===== src/rtl/branch_resolve_unit.sv =====
`default_nettype none
// ============================================================================
// Module      : branch_resolve_unit
// Description : Holds NZCV, resolves B/CBZ/CBNZ/B.cond, drives a one-cycle
//               PC redirect and then a fixed squash window.
//               Optional macro BRANCH_STATS_EN adds branch/taken counters.
// Revision    : 1.0 - initial release
// ============================================================================
module branch_resolve_unit #(
    parameter int ADDR_W        = 64,
    parameter int SQUASH_CYCLES = 2
) (
    input  logic              clk,
    input  logic              reset_n,
    input  logic              stall,
    input  logic              ex_valid,
    input  logic              ex_set_flags,
    input  logic              alu_zero,
    input  logic              alu_neg,
    input  logic              alu_carry,
    input  logic              alu_ovf,
    input  logic [2:0]        br_kind,
    input  logic [3:0]        br_cond,
    input  logic [ADDR_W-1:0] br_target,
    output logic [3:0]        flags,
    output logic              redirect,
    output logic [ADDR_W-1:0] redirect_pc,
    output logic              squash,
    output logic              busy
`ifdef BRANCH_STATS_EN
    ,
    output logic [31:0]       br_count,
    output logic [31:0]       taken_count
`endif
);

    localparam logic [2:0] c_squash_load = 3'(SQUASH_CYCLES - 1);

    typedef enum logic [1:0] {
        S_IDLE     = 2'd0,
        S_REDIRECT = 2'd1,
        S_SQUASH   = 2'd2
    } state_t;

    state_t     r_state;
    logic [2:0] r_count;

    logic w_eff;
    logic w_cond;
    logic w_taken;
    logic w_is_br;
    logic w_n, w_z, w_c, w_v;

    assign w_eff = ex_valid & ~squash & ~stall;
    assign {w_n, w_z, w_c, w_v} = flags;

    always_comb begin
        w_cond = 1'b0;
        case (br_cond)
            4'd0:    w_cond = w_z;
            4'd1:    w_cond = ~w_z;
            4'd2:    w_cond = w_c;
            4'd3:    w_cond = ~w_c;
            4'd4:    w_cond = w_n;
            4'd5:    w_cond = ~w_n;
            4'd6:    w_cond = w_v;
            4'd7:    w_cond = ~w_v;
            4'd8:    w_cond = w_c & ~w_z;
            4'd9:    w_cond = ~(w_c & ~w_z);
            4'd10:   w_cond = (w_n == w_v);
            4'd11:   w_cond = (w_n != w_v);
            4'd12:   w_cond = ~w_z & (w_n == w_v);
            4'd13:   w_cond = ~(~w_z & (w_n == w_v));
            default: w_cond = 1'b1;
        endcase
    end

    // CBZ/CBNZ test the register passed straight through the ALU.
    always_comb begin
        w_taken = 1'b0;
        w_is_br = 1'b0;
        case (br_kind)
            3'd1: begin w_is_br = 1'b1; w_taken = 1'b1;      end
            3'd2: begin w_is_br = 1'b1; w_taken = alu_zero;  end
            3'd3: begin w_is_br = 1'b1; w_taken = ~alu_zero; end
            3'd4: begin w_is_br = 1'b1; w_taken = w_cond;    end
            default: begin w_is_br = 1'b0; w_taken = 1'b0;   end
        endcase
    end

    always_ff @(posedge clk or negedge reset_n) begin
        if (!reset_n) begin
            r_state     <= S_IDLE;
            r_count     <= 3'd0;
            flags       <= 4'b0000;
            redirect    <= 1'b0;
            redirect_pc <= '0;
            squash      <= 1'b0;
            busy        <= 1'b0;
        end else if (!stall) begin
            if (w_eff && ex_set_flags)
                flags <= {alu_neg, alu_zero, alu_carry, alu_ovf};
            case (r_state)
                S_IDLE: begin
                    if (w_eff && w_taken) begin
                        r_state     <= S_REDIRECT;
                        redirect    <= 1'b1;
                        redirect_pc <= br_target;
                        squash      <= 1'b1;
                        busy        <= 1'b1;
                    end
                end
                S_REDIRECT: begin
                    r_state  <= S_SQUASH;
                    r_count  <= c_squash_load;
                    redirect <= 1'b0;
                end
                S_SQUASH: begin
                    if (r_count == 3'd0) begin
                        r_state <= S_IDLE;
                        squash  <= 1'b0;
                        busy    <= 1'b0;
                    end else begin
                        r_count <= r_count - 3'd1;
                    end
                end
                default: begin
                    r_state  <= S_IDLE;
                    redirect <= 1'b0;
                    squash   <= 1'b0;
                    busy     <= 1'b0;
                end
            endcase
        end
    end

`ifdef BRANCH_STATS_EN
    always_ff @(posedge clk or negedge reset_n) begin
        if (!reset_n) begin
            br_count    <= 32'd0;
            taken_count <= 32'd0;
        end else if (!stall) begin
            if (w_eff && w_is_br && (br_count != 32'hFFFF_FFFF))
                br_count <= br_count + 32'd1;
            if (w_eff && w_taken && (taken_count != 32'hFFFF_FFFF))
                taken_count <= taken_count + 32'd1;
        end
    end
`endif

endmodule
`default_nettype wire


===== config.mk =====
export PLATFORM = sky130hd
export DESIGN_NAME = branch_resolve_unit
export DESIGN_NICKNAME = d
export VERILOG_FILES = /design/src/rtl/branch_resolve_unit.sv
export SDC_FILE = /design/constraint.sdc
export NUM_CORES = 1
export LEC_CHECK = 0
export CAP_MARGIN = 20
export CORE_MARGIN = 10
export CORE_UTILIZATION = 38
export CTS_BUF_LIST = sky130_fd_sc_hd__clkbuf_8
export CTS_CLUSTER_DIAMETER = 200
export DETAILED_ROUTE_END_ITERATION = 10
export GPL_ROUTABILITY_DRIVEN = 0
export PLACE_DENSITY_LB_ADDON = 0.25
export SLEW_MARGIN = 20
export SYNTH_ARGS = -nofsm -noshare
export SYNTH_HDL_FRONTEND = slang
export SYNTH_SLANG_ARGS = --single-unit

===== constraint.sdc =====
create_clock -name clk -period 2.3 [get_ports clk]
set_input_delay 0.69 -clock clk [delete_from_list [all_inputs] [get_ports clk]]
set_output_delay 0.69 -clock clk [all_outputs]
set_load 0.005 [all_outputs]

# ---- Yosys cells after proc, flatten, opt, wreduce, memory -nomap -nowiden
# Index checks and enable logic that the tools add are counted.
dict set report totals {
  ff_bits 75
  input_bits 80
  output_inout_bits 71
  word_cells 69
}
dict set report classes {
  n_addsub 1
  n_eq_ne 24
  n_mux 11
  bitwise_logic 15
  n_reduce_logical 12
}
# operator count
set ops {}
lappend ops {{4-bit equality test (second input constant)} 6}
lappend ops {{4-bit by 3-bit equality test with 1-bit output (second input constant)} 4}
lappend ops {{1-bit one-hot mux with 14 select lines} 1}
lappend ops {{3-bit AND reduction} 4}
lappend ops {{1-bit inverter} 11}
lappend ops {{4-bit by 2-bit equality test with 1-bit output (second input constant)} 2}
lappend ops {{3-bit by 2-bit equality test with 1-bit output (second input constant)} 2}
lappend ops {{2-bit != test (second input constant)} 3}
lappend ops {{2-bit one-hot mux with 3 select lines} 1}
lappend ops {{3-bit one-hot mux with 2 select lines} 1}
lappend ops {{1-bit AND} 4}
lappend ops {{4-bit by 1-bit equality test with 1-bit output (second input constant)} 1}
lappend ops {{4-bit zero test} 1}
lappend ops {{2-bit 2-to-1 mux} 2}
lappend ops {{1-bit one-hot mux with 4 select lines} 1}
lappend ops {{4-bit AND reduction} 1}
lappend ops {{3-bit by 1-bit equality test with 1-bit output (second input constant)} 1}
lappend ops {{3-bit equality test (second input constant)} 1}
lappend ops {{3-bit zero test} 1}
lappend ops {{3-bit 2-to-1 mux} 1}
lappend ops {{1-bit one-hot mux with 3 select lines} 1}
lappend ops {{3-bit by 1-bit subtractor with 3-bit output (second input constant)} 1}
lappend ops {{2-bit by 1-bit equality test with 1-bit output (second input constant)} 1}
lappend ops {{2-bit equality test (second input constant)} 1}
lappend ops {{8 further kinds} 10}

# ---- Longest topological paths before layout
# Gate-level depths: netlist of run 1.
dict set report depth {
  depth_word 8
  ltp_mapped 9
  depth_no_buf 7
}

# ---- Worst setup path before layout of run 1
# Ideal clock, no wire load.
dict set report synth_path {
  path_type {input-to-reg}
  start {input port br_cond[1]}
  end {register redirect_pc[22]}
  setup_ns 0.127
  arrival_ns 2.564
  t_required_ns 2.173
  slack_ns -0.392
  cell_stages 8
  n_path_buf 3
  cell_sequence {buf_2 mux4_2 o221ai_1 o31ai_1 nor4_2 buf_4 buf_6 mux2_1}
}
dict set report synth_between {
  elab_chain_cells 5
  elab_cells_between_ends 18
  cone_classes {eq/ne (13); mux (2); reduce/logical (3)}
}
# element line_no
set synth_lines {}
lappend synth_lines {{start, declared} 23} ;# input logic [3:0] br_cond,
lappend synth_lines {{4-bit equality test, or another cell as far along} 59} ;# case (br_cond)
lappend synth_lines {{1-bit one-hot mux with 14 select lines *} 59}
lappend synth_lines {{1-bit one-hot mux with 4 select lines *} 82} ;# case (br_kind)
lappend synth_lines {{1-bit logical AND *} 105} ;# if (w_eff && w_taken) begin
lappend synth_lines {{3-bit AND reduction (no source line) *} --}
lappend synth_lines {{end signal, assigned} 108} ;# redirect_pc <= br_target;
lappend synth_lines {{end, declared} 27} ;# output logic [ADDR_W-1:0] redirect_pc,
# Every way passes the cells marked *; elsewhere a longest branch is shown, timed or not.
# A chain may end at the register's enable or synchronous reset.

# ---- Final worst setup path of run 1
dict set report layout_path {
  start {input port br_cond[3]}
  end {register redirect_pc[15]}
}
# Same word-level chain as after synthesis.

==> flow_summary.json, run 1 <==
{
  "antenna_cells": 0,
  "leakage_uw": 0.00247,
  "grt_pass1_vias": 2833,
  "dieArea_mm2": 0.0123,
  "rows": 33,
  "cts_buffers": 9,
  "clock-sinks": 75,
  "dp.final_hpwl_um": 6430,
  "drive_above_1_share_pct": 30.9,
  "clock.fmax_mhz": 402,
  "first_pass_iters": 4,
  "cts_max_path_buffers": 2,
  "track_usage_pct": 16.3,
  "ys_types": 40,
  "hold_path_class": "in2async",
  "cts_tree": "done",
  "ys_seq_area_share_pct": 59.8,
  "synth-seq-cells": 75,
  "r2r_setup_slack_ns": -0.13,
  "rsz0062_at_grt": "true",
  "cp.required_ns": 2.52,
  "area_growth_pct": 79.5,
  "path_max_fanout": 6,
  "rr_worst_depth": 9,
  "clk_pin_slew_worst_paths_ns": 0.09,
  "final_antenna_net_count": 0,
  "cts_max_level": 3,
  "instances_no_fill": 503,
  "setup_viol": 64,
  "reg2reg_to": "redirect_pc[15]",
  "coreArea_mm2": 0.00813,
  "grt_max_degree": 41,
  "maxCapViolCount": 0,
  "cts_hold_buf": 0,
  "io_buffers": 150,
  "synth_area_mm2": 0.00314,
  "clock_latency_ns": 0.34,
  "fin_crit_ns": 2.49,
  "violations": "setup timing",
  "grt_pass1_wl_um": 16000,
  "async_flop_share_pct": 100,
  "dr_total_vias": 2415,
  "worst_pin_slew_ns": 0.525,
  "ir_drop_mv": 0.572,
  "crit_type": "in2reg",
  "yosys_warnings": 0,
  "arrival_ns": 2.71,
  "dp_cells": 471,
  "cp-end-kind": "flip-flop",
  "routed_wl_um": 9900,
  "p_total_uw": 6140,
  "slew_headroom_pct": 65.0,
  "antenna_found_initial": 0,
  "synth_edf_count": 0,
  "routedWlPerCell_um": 19.7,
  "vias_per_cell": 4.80,
  "fin_util_pct": 69.2,
  "critPathLaunchType": "input pin",
  "fin_crit_sh_pct": 108,
  "pin_count": 151,
  "nets": 475,
  "start_util_pct": 38.6,
  "fin_ws_ns": -0.187,
  "synth_nets": 299,
  "p_per_area_mw_per_mm2": 1090,
  "overflow": 0,
  "avgSynthCellArea_um2": 14.5,
  "drtIter0Drc": 76,
  "synth_cells": 217,
  "hold_violations": 0,
  "worst_r2r_startpoint": "flags[3]",
  "fin_skew_ns": 0.0151,
  "die_x_um": 111,
  "fin_hold_ws_ns": 0.306,
  "dieHeight_um": 111,
  "ys.flop_type": "dfrtp_1",
  "drc_errors": 0,
  "status": "finished with violations",
  "cts-root-buf": "clkbuf_8",
  "finalMaxSlewViolations": 0
}
-- cell families (layout without fill, tap and decap cells) --
kind of cell    count (synthesis)  after routing  synth area share [%]
mux                            70             70                  25.4
flops                          75             75                  59.8
buf+inv                        17            198                  3.35
simple gates                   29             29                  5.43
fa+ha+maj                       2              2                 0.798
xor+xnor                        3              3                 0.838
compound gates                 21             21                  4.31
-- cells in the mapped netlist, types with 2 or more instances --
master / instances / share of area [%]
inv_1: 7 / 0.84
ha_1: 2 / 0.80
mux2_2: 30 / 11
buf_2: 3 / 0.48
nor2b_1: 2 / 0.40
a21oi_1: 5 / 0.80
a21o_1: 2 / 0.48
o21ai_0: 5 / 0.80
buf_4: 2 / 0.48
nand2b_1: 3 / 0.60
buf_6: 4 / 1.4
mux2_1: 38 / 14
xor2_1: 2 / 0.56
o31ai_1: 2 / 0.48
nor2_1: 6 / 0.72
nand2_1: 6 / 0.72
dfrtp_1: 75 / 60
-- metal layers --
metal | track usage (%) | wire [um]
met4 | 6.34 | 174
met3 | 5.41 | 716
met1 | 19.4 | 4060
met5 | 0 | 0
met2 | 26.5 | 4950
-- registers in the layout, summed over array words and instances (netlist names) --
name / flops
r_count: 3
r_state: 2
flags: 4
busy: 1
redirect_pc: 64
redirect: 1
-- power by group --
group | internal [uW] | leakage [uW] | total, uW | switching, uW
Combinational | 1920 | 0.00141 | 2710 | 793
Clock | 674 | 0.000116 | 1160 | 491
Sequential | 1900 | 0.000944 | 2270 | 364
-- per-stage QoR --
| step | area (um2) | setup slack [ns] | TNS [ns] |
|---|---|---|---|
| after floorplan | 3150 | -0.302 | -16.76 |
| after global placement | 4800 | -0.887 | -57.70 |
| after detailed placement | 4800 | -0.920 | -59.45 |
| after CTS | 5750 | -0.339 | -16.58 |
| after global routing | 5630 | -0.254 | -12.25 |
| final | 5630 | -0.187 | -8.17 |
-- worst max-delay path, cell delays in order --
cell      delay [ns]
buf_8           0.10
or2_0           0.18
mux4_2          0.49
o221ai_4        0.21
o31ai_4         0.09
nor4_4          0.19
buf_6           0.22
buf_12          0.13
buf_12          0.12
mux2_4          0.29
-- cell usage in the layout, fill, tap and decap left out, types with 3 or more instances in the layout --
cell,instances
dlygate4sd2_1,5
o21ai_0,5
a21oi_1,4
buf_12,9
inv_1,7
clkdlybuf4s50_1,142
buf_4,9
buf_16,4
nor2_1,6
nand2b_1,3
mux2_2,4
dfrtp_1,75
clkbuf_8,11
mux2_4,64
nand2_1,6
buf_6,4
-- how the worst max path moves through the flow --
stage               start         endpoint  slack (ns)  cells past startpoint
6_report       br_cond[3]  redirect_pc[15]       -0.19                     10
5_1_grt        br_cond[3]  redirect_pc[10]       -0.25                     10
4_1_cts        br_cond[3]  redirect_pc[48]       -0.34                     11
3_5_place_dp   br_cond[3]   redirect_pc[2]       -0.92                      8
3_3_place_gp   br_cond[3]  redirect_pc[21]       -0.89                      8
2_1_floorplan  br_cond[3]  redirect_pc[22]       -0.30                      8
-- repair_timing --
action,4_1_cts,5_1_grt
pin swaps,6,3
buffers inserted,12,0
setup endpoints to repair,66,66
gates cloned,9,0
resized for setup,98,2
-- final cells by class --
type                       instances  area (um2)
fill                             580        2500
timing repair buffer             175        1890
sequential                        75        1880
multi-input combinational        125        1460
clock buffer                      11         151
tap                              105         131
clock inverter                     5        85.1
inverter                           7        26.3
No activity file was read; power rests on OpenSTA's default activity.
==> inputs of run 2 (changes only) <==
--- a/config.mk
+++ b/config.mk
@@ -6,12 +6,14 @@
 export NUM_CORES = 1
 export LEC_CHECK = 0
 export CAP_MARGIN = 20
+export CORE_ASPECT_RATIO = 0.8
 export CORE_MARGIN = 10
 export CORE_UTILIZATION = 38
 export CTS_BUF_LIST = sky130_fd_sc_hd__clkbuf_8
 export CTS_CLUSTER_DIAMETER = 200
 export DETAILED_ROUTE_END_ITERATION = 10
 export GPL_ROUTABILITY_DRIVEN = 0
+export MAX_ROUTING_LAYER = met4
 export PLACE_DENSITY_LB_ADDON = 0.25
 export SLEW_MARGIN = 20
 export SYNTH_ARGS = -nofsm -noshare
==> flow_summary.json, run 2 (same netlist as run 1, synthesis figures left out) <==
{
  "status": "finished with violations",
  "violations": "setup timing",
  "clock_latency_ns": 0.35,
  "maxCapViolCount": 0,
  "cts_max_path_buffers": 2,
  "reg_top3": "redirect_pc: 64 flops, flags: 4 flops, r_count: 3 flops",
  "worst_r2r_startpoint": "flags[3]",
  "antenna_cells": 0,
  "drc_errors": 0,
  "drtIter0Drc": 51,
  "track_usage_pct": 15.9,
  "dp_cells": 483,
  "rsz0062_at_grt": "true",
  "grt_pass1_wl_um": 15000,
  "fin_skew_ns": 0.0161,
  "final_antenna_net_count": 0,
  "final_common_cell": "clkdlybuf4s50_1",
  "io_buffers": 150,
  "dieArea_mm2": 0.0123,
  "routedWlPerCell_um": 19.1,
  "dr_total_vias": 2390,
  "setup_viol": 64,
  "arrival_ns": 2.70,
  "vias_per_cell": 4.74,
  "nets": 473,
  "tns_ns": -6.66,
  "start_util_pct": 39.3,
  "drive_above_1_share_pct": 28.5,
  "p_per_area_mw_per_mm2": 1080,
  "slew_headroom_pct": 72.6,
  "coreArea_mm2": 0.00798,
  "grt_pass1_vias": 2804,
  "cts_max_level": 3,
  "dp.final_hpwl_um": 7070,
  "final_area_mm2": 0.00544,
  "fin_ws_ns": -0.175,
  "grt_max_degree": 47,
  "path_max_fanout": 8,
  "cts-root-buf": "clkbuf_8",
  "hold_violations": 0,
  "die_x_um": 122,
  "critPathLaunchType": "input pin",
  "placedInstanceArea_mm2": 0.00494,
  "routed_wl_um": 9600,
  "rows": 29,
  "cp.required_ns": 2.52,
  "ir_drop_mv": 0.643,
  "leakage_uw": 0.00240,
  "overflow": 0,
  "clock-sinks": 75,
  "fin_crit_ns": 2.47,
  "fin_crit_sh_pct": 108,
  "antenna_found_initial": 0,
  "instances_no_fill": 504,
  "cts_tree": "done",
  "hold_path_class": "in2async",
  "crit_start": "br_cond[3]",
  "cts_buffers": 9,
  "cp-end-kind": "flip-flop",
  "largest_reg_flops": 64,
  "clk_pin_slew_worst_paths_ns": 0.08,
  "first_pass_iters": 4,
  "finalMaxSlewViolations": 0,
  "crit_type": "in2reg",
  "dieHeight_um": 101,
  "top_register": "redirect_pc",
  "area_growth_pct": 73.6,
  "worst_pin_slew_ns": 0.411,
  "clock.fmax_mhz": 404,
  "final_cell_mix": "clkdlybuf4s50_1 (142), dfrtp_1 (75), mux2_4 (56), buf_4 (13)",
  "pin_count": 151
}
==> run 2: cell types whose count changed in the layout (fill, tap and decap cells not counted), sizes merged <==
| cell | before | now |
|---|---|---|
| clkbuf | 11 | 10 |
| clkinv | 2 | 1 |
| clkdlybuf4s15 | 1 | 0 |
| bufinv | 2 | 1 |
| buf | 27 | 25 |
| clkinvlp | 1 | 2 |
| inv | 7 | 10 |
==> run 2: layout make-up <==
class                      count  area (um2)
clock buffer                   9         124
clock inverter                 7        70.1
fill                         605        2540
inverter                       7        26.3
multi-input combinational    125        1430
sequential                    75        1880
tap                          108         135
timing repair buffer         173        1790
==> run 2: worst paths after layout <==
| kind | cells after the start | to | slack [ns] |
|---|---|---|---|
| worst max register to register | 9 | redirect_pc[8] | -0.12 |
| worst min register to register | 1 | redirect_pc[58] | 0.48 |
| min in group clk | 1 | redirect_pc[58] | 0.48 |
| max in group asynchronous | 2 | redirect_pc[61] | 1.44 |
| worst max-delay path | 10 | redirect_pc[8] | -0.17 |
| worst min-delay path | 1 | redirect_pc[28] | 0.27 |
==> run 2: power by group <==
part           leakage, uW  internal, uW  switching (uW)
Clock            0.0000984           499             483
Combinational      0.00136          1860             786
Sequential        0.000944          1900             375
==> run 2: repair_timing <==
action	4_1_cts	5_1_grt
pin swaps	6	4
hold buffers	0	0
gates cloned	1	0
setup endpoints to repair	66	66
gates resized for setup	71	8
hold endpoints to repair	0	0
buffers inserted	5	0
==> run 2: through the flow <==
| step | total power, uW | setup slack, ns | util, % | hold slack, ns |
|---|---|---|---|---|
| global route | 6280 | -0.212 | 68.2 | 0.284 |
| detailed placement | 4580 | -0.903 | 61.9 | 0.474 |
| floorplan | 2980 | -0.302 | - | 0.394 |
| CTS | 5940 | -0.262 | 68.2 | 0.264 |
| global placement | 4500 | -0.861 | 61.9 | 0.463 |
| finish | 5910 | -0.175 | 68.2 | 0.271 |
==> run 2: critical path, cell delays in order <==
cell      delay [ns]
buf_8           0.10
or2_0           0.18
mux4_2          0.49
o221ai_4        0.21
o31ai_4         0.09
nor4_4          0.20
buf_12          0.19
buf_12          0.11
buf_12          0.12
mux2_4          0.30
==> run 2: metal layers <==
metal	up-vias	wire, um	GRT usage (%)
li1	1113	-	-
met4	0	68	3.84
met3	8	764	6.50
met5	-	0	-
met2	83	4900	26.8
met1	1186	3880	17.2
